File: src/rtl/sdram_pkg.sv
// Shared SDRAM definitions: command encodings, init FSM states and mode register fields.
package sdram_pkg;

    // {cs_n, ras_n, cas_n, we_n}
    localparam logic [3:0] CMD_NOP       = 4'b0111;
    localparam logic [3:0] CMD_ACTIVE    = 4'b0011;
    localparam logic [3:0] CMD_READ      = 4'b0101;
    localparam logic [3:0] CMD_WRITE     = 4'b0100;
    localparam logic [3:0] CMD_PRECHARGE = 4'b0010;
    localparam logic [3:0] CMD_AREF      = 4'b0001;
    localparam logic [3:0] CMD_LMR       = 4'b0000;

    typedef enum logic [2:0] {
        WAIT_PWR,
        PRECH,
        WAIT_RP,
        AREF,
        WAIT_RFC,
        LMR,
        WAIT_MRD,
        DONE
    } init_state_t;

    // Mode register fields: burst length [2:0], burst type [3], CAS latency [6:4]
    localparam logic [2:0] MR_BL_1         = 3'b000;
    localparam logic [2:0] MR_BL_FULL_PAGE = 3'b111;
    localparam logic       MR_BT_SEQ       = 1'b0;
    localparam logic       MR_BT_INTERLV   = 1'b1;
    localparam logic [2:0] MR_CL2          = 3'b010;
    localparam logic [2:0] MR_CL3          = 3'b011;

    function automatic logic [12:0] mode_reg_word(input logic [2:0] cl, input logic bt,
                                                  input logic [2:0] bl);
        return {6'b000000, cl, bt, bl};
    endfunction

    localparam logic [12:0] MODE_REG_DEFAULT = 13'h037;

endpackage

File: src/rtl/sdram_ref_timer.sv
// Periodic refresh timer: raises a level request every REF_PERIOD cycles once init is done.
import sdram_pkg::*;

module sdram_ref_timer #(
    parameter int REF_PERIOD = 780
) (
    input  logic clk,
    input  logic rst_n,
    input  logic init_done,
    input  logic ref_ack,
    output logic ref_req,
    output logic ref_miss
);

    localparam int TW = (REF_PERIOD > 1) ? $clog2(REF_PERIOD) : 1;

    logic [TW-1:0] timer;
    logic          wrap;
    logic          ack_valid;

    assign wrap      = init_done && (timer == TW'(REF_PERIOD - 1));
    assign ack_valid = init_done && ref_ack && ref_req;

    always_ff @(posedge clk or negedge rst_n) begin
        if (!rst_n) begin
            timer    <= '0;
            ref_req  <= 1'b0;
            ref_miss <= 1'b0;
        end else begin
            if (!init_done || wrap) timer <= '0;
            else                    timer <= timer + 1'b1;
            // A new period's request takes priority over an acknowledge in the same cycle.
            ref_req  <= wrap | (ref_req & ~ack_valid);
            ref_miss <= wrap & ref_req & ~ack_valid;
        end
    end

endmodule

File: src/rtl/sdram_init_seq.sv
// SDRAM power-up initialisation sequencer with periodic refresh request generation.
import sdram_pkg::*;

module sdram_init_seq #(
    parameter int          T_POWERUP  = 20000,
    parameter int          T_RP       = 2,
    parameter int          T_RFC      = 7,
    parameter int          T_MRD      = 3,
    parameter int          N_AREF     = 8,
    parameter logic [12:0] MODE_REG   = 13'h037,
    parameter int          REF_PERIOD = 780
) (
    input  logic        clk,
    input  logic        rst_n,
    output logic [3:0]  cmd,
    output logic [1:0]  ba,
    output logic [12:0] addr,
    output logic        init_done,
    output logic        ref_req,
    input  logic        ref_ack,
    output logic        ref_miss
);

    localparam int MAX_WAIT = (T_POWERUP > REF_PERIOD) ? T_POWERUP : REF_PERIOD;
    localparam int CNT_W    = $clog2(MAX_WAIT + 1);

    init_state_t      state, state_next;
    logic [CNT_W-1:0] cnt, cnt_next;
    logic [3:0]       aref_cnt, aref_cnt_next;
    logic             pwr_loaded, pwr_loaded_next;
    logic [3:0]       cmd_next;
    logic [12:0]      addr_next;

    always_comb begin
        // NOTE: every signal gets a default before the case so no path leaves it unassigned (no latch).
        state_next      = state;
        cnt_next        = cnt;
        aref_cnt_next   = aref_cnt;
        pwr_loaded_next = pwr_loaded;
        cmd_next        = CMD_NOP;
        addr_next       = '0;

        case (state)
            WAIT_PWR: begin
                // Counter is zero out of reset, so the first cycle arms it for the remaining wait.
                if (!pwr_loaded) begin
                    pwr_loaded_next = 1'b1;
                    cnt_next        = CNT_W'(T_POWERUP - 2);
                end else if (cnt == '0) begin
                    state_next = PRECH;
                end else begin
                    cnt_next = cnt - 1'b1;
                end
            end
            PRECH: begin
                state_next = WAIT_RP;
                cnt_next   = CNT_W'(T_RP - 1);
            end
            WAIT_RP: begin
                if (cnt == '0) state_next = AREF;
                else           cnt_next   = cnt - 1'b1;
            end
            AREF: begin
                state_next = WAIT_RFC;
                cnt_next   = CNT_W'(T_RFC - 1);
                if (aref_cnt < 4'(N_AREF)) aref_cnt_next = aref_cnt + 1'b1;
            end
            WAIT_RFC: begin
                if (cnt == '0) state_next = (aref_cnt >= 4'(N_AREF)) ? LMR : AREF;
                else           cnt_next   = cnt - 1'b1;
            end
            LMR: begin
                state_next = WAIT_MRD;
                cnt_next   = CNT_W'(T_MRD - 1);
            end
            WAIT_MRD: begin
                if (cnt == '0) state_next = DONE;
                else           cnt_next   = cnt - 1'b1;
            end
            DONE:    ;
            default: state_next = WAIT_PWR;
        endcase

        // Outputs are decoded from the next state so the registered pins line up with the state.
        case (state_next)
            PRECH: begin
                cmd_next       = CMD_PRECHARGE;
                addr_next[10]  = 1'b1;
            end
            AREF:    cmd_next = CMD_AREF;
            LMR: begin
                cmd_next  = CMD_LMR;
                addr_next = MODE_REG;
            end
            default: ;
        endcase
    end

    always_ff @(posedge clk or negedge rst_n) begin
        if (!rst_n) begin
            state      <= WAIT_PWR;
            cnt        <= '0;
            aref_cnt   <= '0;
            pwr_loaded <= 1'b0;
            cmd        <= CMD_NOP;
            addr       <= '0;
            init_done  <= 1'b0;
        end else begin
            // NOTE: non-blocking assignments so every register samples pre-edge values.
            state      <= state_next;
            cnt        <= cnt_next;
            aref_cnt   <= aref_cnt_next;
            pwr_loaded <= pwr_loaded_next;
            cmd        <= cmd_next;
            addr       <= addr_next;
            init_done  <= (state_next == DONE);
        end
    end

    // Every init command targets bank 0.
    assign ba = 2'b00;

    sdram_ref_timer #(
        .REF_PERIOD (REF_PERIOD)
    ) u_ref_timer (
        .clk       (clk),
        .rst_n     (rst_n),
        .init_done (init_done),
        .ref_ack   (ref_ack),
        .ref_req   (ref_req),
        .ref_miss  (ref_miss)
    );

endmodule

File: config.mk
export PLATFORM = sky130hd
export DESIGN_NAME = sdram_init_seq
export DESIGN_NICKNAME = d
export VERILOG_FILES = /design/src/rtl/sdram_pkg.sv /design/src/rtl/sdram_ref_timer.sv /design/src/rtl/sdram_init_seq.sv
export SDC_FILE = /design/constraint.sdc
export NUM_CORES = 1
export LEC_CHECK = 0
export ABC_AREA = 1
export CORE_MARGIN = 8
export CORE_UTILIZATION = 61
export CTS_CLUSTER_DIAMETER = 120
export CTS_CLUSTER_SIZE = 24
export DETAILED_ROUTE_END_ITERATION = 7
export HOLD_SLACK_MARGIN = 0.15
export PLACE_DENSITY = 0.88
export SETUP_SLACK_MARGIN = 0.15
export SYNTH_ARGS = -nofsm -noshare
export SYNTH_HDL_FRONTEND = slang
export SYNTH_SLANG_ARGS = --single-unit
File: constraint.sdc
create_clock -name clk -period 2.55 [get_ports clk]
set_clock_uncertainty 0.2 [all_clocks]
set_input_delay 0.6375 -clock clk [delete_from_list [all_inputs] [get_ports clk]]
set_output_delay 0.6375 -clock clk [all_outputs]
set_load 0.1 [all_outputs]
==> impl_results.md, run 1 <==
- Critical Path Sink Type: output port
- #FFs+latches synth: 41
- Mapped Cells: 293
- Synth top area share: 0.400
- Pre-antenna DRT Iters: 4
- Type of origin of the critical path: flip-flop
- Clock group share of total power: 0.428
- Fillers: 308
- Required @ worst endpoint: 1.71 ns
- Starting DRT DRC Count: 108
- R2R Path End: state[2]
- # rows: 22
- Seq pwr share: 0.509
- Sw frac: 0.239
- WP buf/inv: 1
- Syn-to-layout area delta: 8.84%
- Hold-fix buffers, CTS: 0
- Antenna cells: 0
- CTS Root Cell: clkbuf_8
- Routed WL per cell: 13.8 um
- Reg2Reg Setup Slack: around 0.7 ns
- Pwr/cell area: 493 nW/um^2
- Part of the cycle the worst path needs: 0.761
- Post_cts resized: 0
- Leading area contributor after synthesis: dfrtp_1
- Max Clk Rate: 515 MHz
- I/O Buffers: 14
- Avg Inst Size Synth: 8.12 um^2
- CP max stage cell: dfstp_2
- Outcome: finished, final reports clean
- Share of cells above drive strength 1: 0.181
- Gp weighted congestion: 0.894
- Inserted Clock Buffers: 5
- Nets: 317
- Max_slew headroom: 0.645
- First-pass GRT wire length: 8310 um
- Largest net degree at the start of global routing: 42
- Largest stage delay, worst path: ~0.52 ns
- Pleak: 0.00120 uW
- Critical path class: reg2out
- Slew Viols, Final: 0
- Final setup TNS: 0 ns
- Antenna violations before repair: 0
- Fin area: approximately 2600 um^2
- # DRC: 0
- Setup violations, final: 0
- Vias in the first global route: approximately 1800
- Period minus WS final: 1.94 ns
- Die H: 78.4 um
- Buffer levels on the longest clock path: 2
- Detailed Route WL: 4950 um
- R2R depth: 9
- Power Total: 1280 uW
- Warnings from Yosys: 0
- Max-cap violations: 0
- Clock slew at reported path FFs: 0.08 ns
- Die width: 78.4 um
- CTS tree: yes
- Dpl cell area: 2470 um^2
- NetSw: around 310 uW
- CP top delay family: flip-flops
- Worst-Margin Slew: 0.530 ns
- Total Routing Usage GR: 0.167
- H-tree level count: 2
- Worst Hold Class: in2async
- DR vias/cell: 5.27
- Synthesized area: 2380 um^2
- Max FO, Critical Path: 1
- Power Internal: 971 uW
- Num ports: 25
- Antenna-violating nets left: 0
- Reg-to-Reg Start: cnt[0]
- Final hold violations: 0
- DP HPWL: roughly 3700 um
- Total die area: 6150 um^2
- RSZ-0062 raised after global routing: false
- Max VDD drop: 0.000307 V
- Combinational power share: 0.062
- Crit path DAT: roughly 1.1 ns
- Ranking of synthesized cells by area: dfrtp_1, nand2_1, nor2_1
- Initial Util: 0.640
- Netlist cell types: 37
- CP Cell Sequence: buf_4
- Worst skew pair latency: 0.30 ns
- Vias: ~1900
- CTS sink count: 41
- GRT overflow: 0
- Post-CTS Setup Bufs: 0
- Post-synthesis sequential area ratio: 0.433
- Area of the core: about 3700 um^2
[flip-flops by register name (all words and copies together), names as in the netlist]
signal                flops
state                     3
u_ref_timer.ref_req       1
pwr_loaded                1
cmd                       3
addr                      2
u_ref_timer.timer        10
u_ref_timer.ref_miss      1
aref_cnt                  4
init_done                 1
cnt                      15
[power by group through the flow]
stage                     logic [uW]  clock network, uW  registers (uW)
after detailed placement        79.8                  0             663
after floorplan                 75.6                  0             663
after global routing            83.3                578             650
after CTS                       79.7                557             650
final                           79.5                547             650
after global placement          79.7                  0             663
[synthesized netlist by cell type]
cell,instances
a21oi_1,10
a21oi_2,2
a22oi_1,2
a31oi_1,1
and3_1,1
buf_4,14
buf_6,1
clkinv_4,1
conb_1,1
dfrtp_1,38
dfstp_2,3
ha_1,5
inv_1,33
inv_2,3
inv_4,1
nand2_1,53
nand2_2,2
nand2_4,5
nand3_1,19
nand3_4,1
nand4_1,7
nor2_1,40
nor2_2,7
nor2_4,3
nor3_1,7
nor3_2,1
nor3b_1,3
nor3b_2,1
nor4_1,1
o21a_1,1
o21ai_0,11
o21ai_2,3
o21bai_1,1
o22ai_1,3
or2_2,1
xnor2_1,3
xor2_1,4
[cell usage in the layout (no fill, tap or decap), drive strengths merged, types with 3 or more instances in the layout]
master / count
buf: 14
nand2: 60
ha: 5
o21ai: 14
nor2: 50
nor3b: 4
a21oi: 12
xor2: 4
clkbuf: 6
inv: 37
nand4: 7
dfstp: 3
conb: 10
dfrtp: 38
nand3: 20
o22ai: 3
xnor2: 3
nor3: 8
[metrics by stage]
stage / hold slack [ns] / utilization / std cells / setup slack (ns)
after global placement: 0.269 / 0.664 / 350 / 0.843
final: 0.180 / 0.697 / 358 / 0.609
after floorplan: 0.142 / - / 302 / 0.339
after detailed placement: 0.273 / 0.664 / 350 / 0.750
after global routing: 0.222 / 0.697 / 358 / 0.583
after CTS: 0.208 / 0.697 / 358 / 0.597
[worst max-delay path by stage]
stage	endpoint	from	depth (start not counted)
floorplan	addr[1]	addr[5]	1
global placement	addr[5]	cnt[1]	9
detailed placement	state[2]	cnt[0]	9
CTS	cmd[2]	cmd[2]	1
global route	cmd[1]	cmd[1]	1
finish	cmd[2]	cmd[2]	1
[kinds of logic after synthesis]
group	count (synthesis)	synth area share
DFF	41	0.433
AOI/OAI and AO/OA	34	0.0858
and+or+nand+nor	152	0.316
xor gates and xnor gates	7	0.0258
buffers and inverters	53	0.112
other	1	0.00158
adders and majority gates	5	0.0263
[area by class of cell]
type	instances	area [um^2]	area share
well taps	48	60.1	0.0232
inverters	38	150	0.0580
clock inverters	2	37.5	0.0145
multi-input cells	208	1120	0.431
clock buffers	6	82.6	0.0319
repair buffers	15	113	0.0435
flip-flops and latches	41	1030	0.398
[routing by layer]
| metal | part of all wire | vias up | GRT usage | wire, um |
|---|---|---|---|---|
| met5 | 0 | - | 0 | 0 |
| met4 | 0.011 | 0 | 0.0444 | 53 |
| met3 | 0.045 | 8 | 0.0433 | 223 |
| met2 | 0.52 | 44 | 0.293 | 2570 |
| met1 | 0.43 | 889 | 0.195 | 2100 |
| li1 | - | 947 | - | - |
Power figures use the tool's default switching activity.
==> run 2: changes to the inputs <==
CORE_UTILIZATION = 51   (was 61)
PLACE_DENSITY = 0.79   (was 0.88)
clock period = 1.7 ns   (was 2.55 ns; I/O delays follow)
==> run 2 against run 1 <==
Against the previous run:
- the flow now finishes with violations (setup timing)
- register-to-register slack got worse by 0.83 ns
- worst hold slack improved by 0.11 ns
- sequential power rose by 50%
- via count rose by 20%
- sequential share of layout area down 9.7 points
- cell count up 15%
- first-iteration DRC count unchanged
- die area up 15%
- final area increased by 34%
- critical endpoint is now cnt[14]
- highest routed layer unchanged
==> impl_results.md, run 2 (same netlist as run 1, synthesis figures left out) <==
- NetSw: between 400 and 500 uW
- Period minus WS final: 1.81 ns
- RSZ-0062 raised after global routing: true
- Util after Layout: 0.753
- Storage element area: 1040 um^2
- First-pass GRT wire length: 10200 um
- Buffer levels on the longest clock path: 2
- Multi-input logic area: 1430 um^2
- WP buf/inv: 3
- Sw frac: 0.251
- Vias: approximately 2300
- Required @ worst endpoint: roughly 1.7 ns
- Fin Hold WS: just under 0.3 ns
- Clock slew at reported path FFs: 0.09 ns
- DP HPWL: 3880 um
- Max_slew headroom: 0.581
- CP top delay family: simple AND/OR/NAND/NOR gates
- CTS Root Cell: clkbuf_8
- # rows: 25
- Worst skew pair latency: 0.30 ns
- Worst-Margin Slew: 0.628 ns
- CTS tree: yes
- Type of origin of the critical path: flip-flop
- Worst Hold Class: reg2reg
- Final worst slack: -0.115 ns
- Setup violations, final: 14
- Slew Viols, Final: 0
- Starting DRT DRC Count: approximately 110
- Max VDD drop: about 0.0005 V
- Die H: roughly 84 um
- Routed WL per cell: 17.8 um
- Critical Path Sink Type: flip-flop
- Hold depth: 1
- Hold Path Origin: aref_cnt[2]
- Outcome: complete, but fails checks
- Worst setup startpoint: cnt[2]
- Final hold violations: 0
- Total die area: 7100 um^2
- Max FO, Critical Path: 4
- Pwr/cell area: 550 nW/um^2
- Part of the cycle the worst path needs: 1.07
- CTS sink count: 41
- H-tree level count: 2
- I/O Buffers: 14
- Fillers: 280
- Pre-antenna DRT Iters: 5
- Detailed Route WL: roughly 7300 um
- Critical path class: reg2reg
- Most frequent cells in the layout: nand2_1, buf_4, dfrtp_1
- Most common cell after layout, fill and taps aside: nand2_1
- Total Routing Usage GR: 0.174
- DR vias/cell: 5.51
- Power Total: 1900 uW
- Combinational power share: 0.068
- Max-cap violations: 0
- R2R Path End: cnt[14]
- Pre-CTS setup slack: 0.0155 ns
- Area of the core: 4600 um^2
- CP Cell Sequence: nor2_4 > buf_4 > buf_6 > nand3_2 > inv_2 > nand2_1 > nand2_1 > nand3_2 > nand2_1 > nand2_1 > o21ai_0
- Reg-to-Reg Start: cnt[2]
- R2R depth: 11
- Crit path DAT: 1.83 ns
- Max reg flops: 15
- Clock group share of total power: 0.420
- Reg2Reg Setup Slack: -0.11 ns
- Vias in the first global route: 2155
- # DRC: 0
- Gp weighted congestion: 0.909
- CP max stage cell: dfrtp_2
- Max Clk Rate: about 550 MHz
- Placed cell count: around 370
- Most common cell on crit path: nand2_1
- Seq pwr share: 0.512
- Largest regs: cnt x15, u_ref_timer.timer x10, aref_cnt x4
- Syn-to-layout area delta: 45.7%
- Num ports: 25
- Largest stage delay, worst path: around 0.47 ns
- Share of cells above drive strength 1: 0.466
- Worst Hold Endpoint: aref_cnt[2]
- Final non-filler cell total: 410
- Initial Util: 0.517
- Inserted Clock Buffers: 5
- Top reg by flops: cnt
- Die width: ~84 um
- Antenna violations before repair: 0
- Antenna cells: 0
- Antenna-violating nets left: 0
- GRT overflow: 0
- Power Internal: 1430 uW
- Failing checks: setup timing
- Pleak: 0.00152 uW
- Nets: 363
- Largest net degree at the start of global routing: 26
## run 2: cell count changes in the layout (fill, tap and decap cells not counted), sizes merged
cell / delta
buf: +44
clkbuf: -1
clkinv: +1
dlygate4sd3: +1
nand2: +1
## run 2: how the worst max path moves through the flow
| stage | endpoint | slack [ns] | cells after the start |
|---|---|---|---|
| after floorplan | addr[1] | 0.1 | 1 |
| after CTS | addr[5] | 0.003 | 1 |
| after detailed placement | cnt[5] | 0.02 | 8 |
| final | cnt[14] | -0.11 | 11 |
| after global placement | addr[5] | 0.04 | 10 |
| after global routing | cnt[12] | -0.20 | 8 |
## run 2: what timing repair did
item,CTS,global route
pin swaps,17,29
hold endpoints to repair,19,0
hold buffers,1,0
setup endpoints to repair,40,42
gates resized for setup,42,52
buffers inserted,17,14
gates cloned,1,0
## run 2: worst reg2reg max path, cell delays in order, from the launching register on
cell and delay [ns]:
dfrtp_2 0.47, nor2_4 0.17, buf_4 0.14, buf_6 0.09, nand3_2 0.11, inv_2 0.12
nand2_1 0.07, nand2_1 0.10, nand3_2 0.08, nand2_1 0.06, nand2_1 0.04, o21ai_0 0.07
## run 2: stage by stage
step	instance area, um^2	TNS [ns]
floorplan	2440	0
global placement	2760	0
detailed placement	2760	0
CTS	3160	0
global route	3460	-1.99
finish	3460	-0.631
## run 2: layer usage
| layer | part of all wire | GRT usage | up-vias |
|---|---|---|---|
| li1 | - | - | 1045 |
| met1 | 0.37 | 0.187 | 1095 |
| met2 | 0.53 | 0.307 | 77 |
| met3 | 0.049 | 0.0474 | 41 |
| met4 | 0.047 | 0.0816 | 0 |
| met5 | 0 | 0 | - |
## run 2: final cells by class
cell class / instances / area share
clock buffer: 5 / 0.0199
clock inverter: 3 / 0.0134
inverter: 38 / 0.0441
multi-input combinational: 209 / 0.413
sequential: 41 / 0.300
tap: 54 / 0.0195
timing repair buffer: 60 / 0.190
## run 2: power by group through the flow
| stage | sequential (uW) | clock (uW) | combinational, uW |
|---|---|---|---|
| 6_report | 974 | 799 | 130 |
| 3_5_place_dp | 994 | 0 | 128 |
| 3_3_place_gp | 994 | 0 | 127 |
| 5_1_grt | 975 | 845 | 137 |
| 2_1_floorplan | 994 | 0 | 113 |
| 4_1_cts | 974 | 810 | 130 |
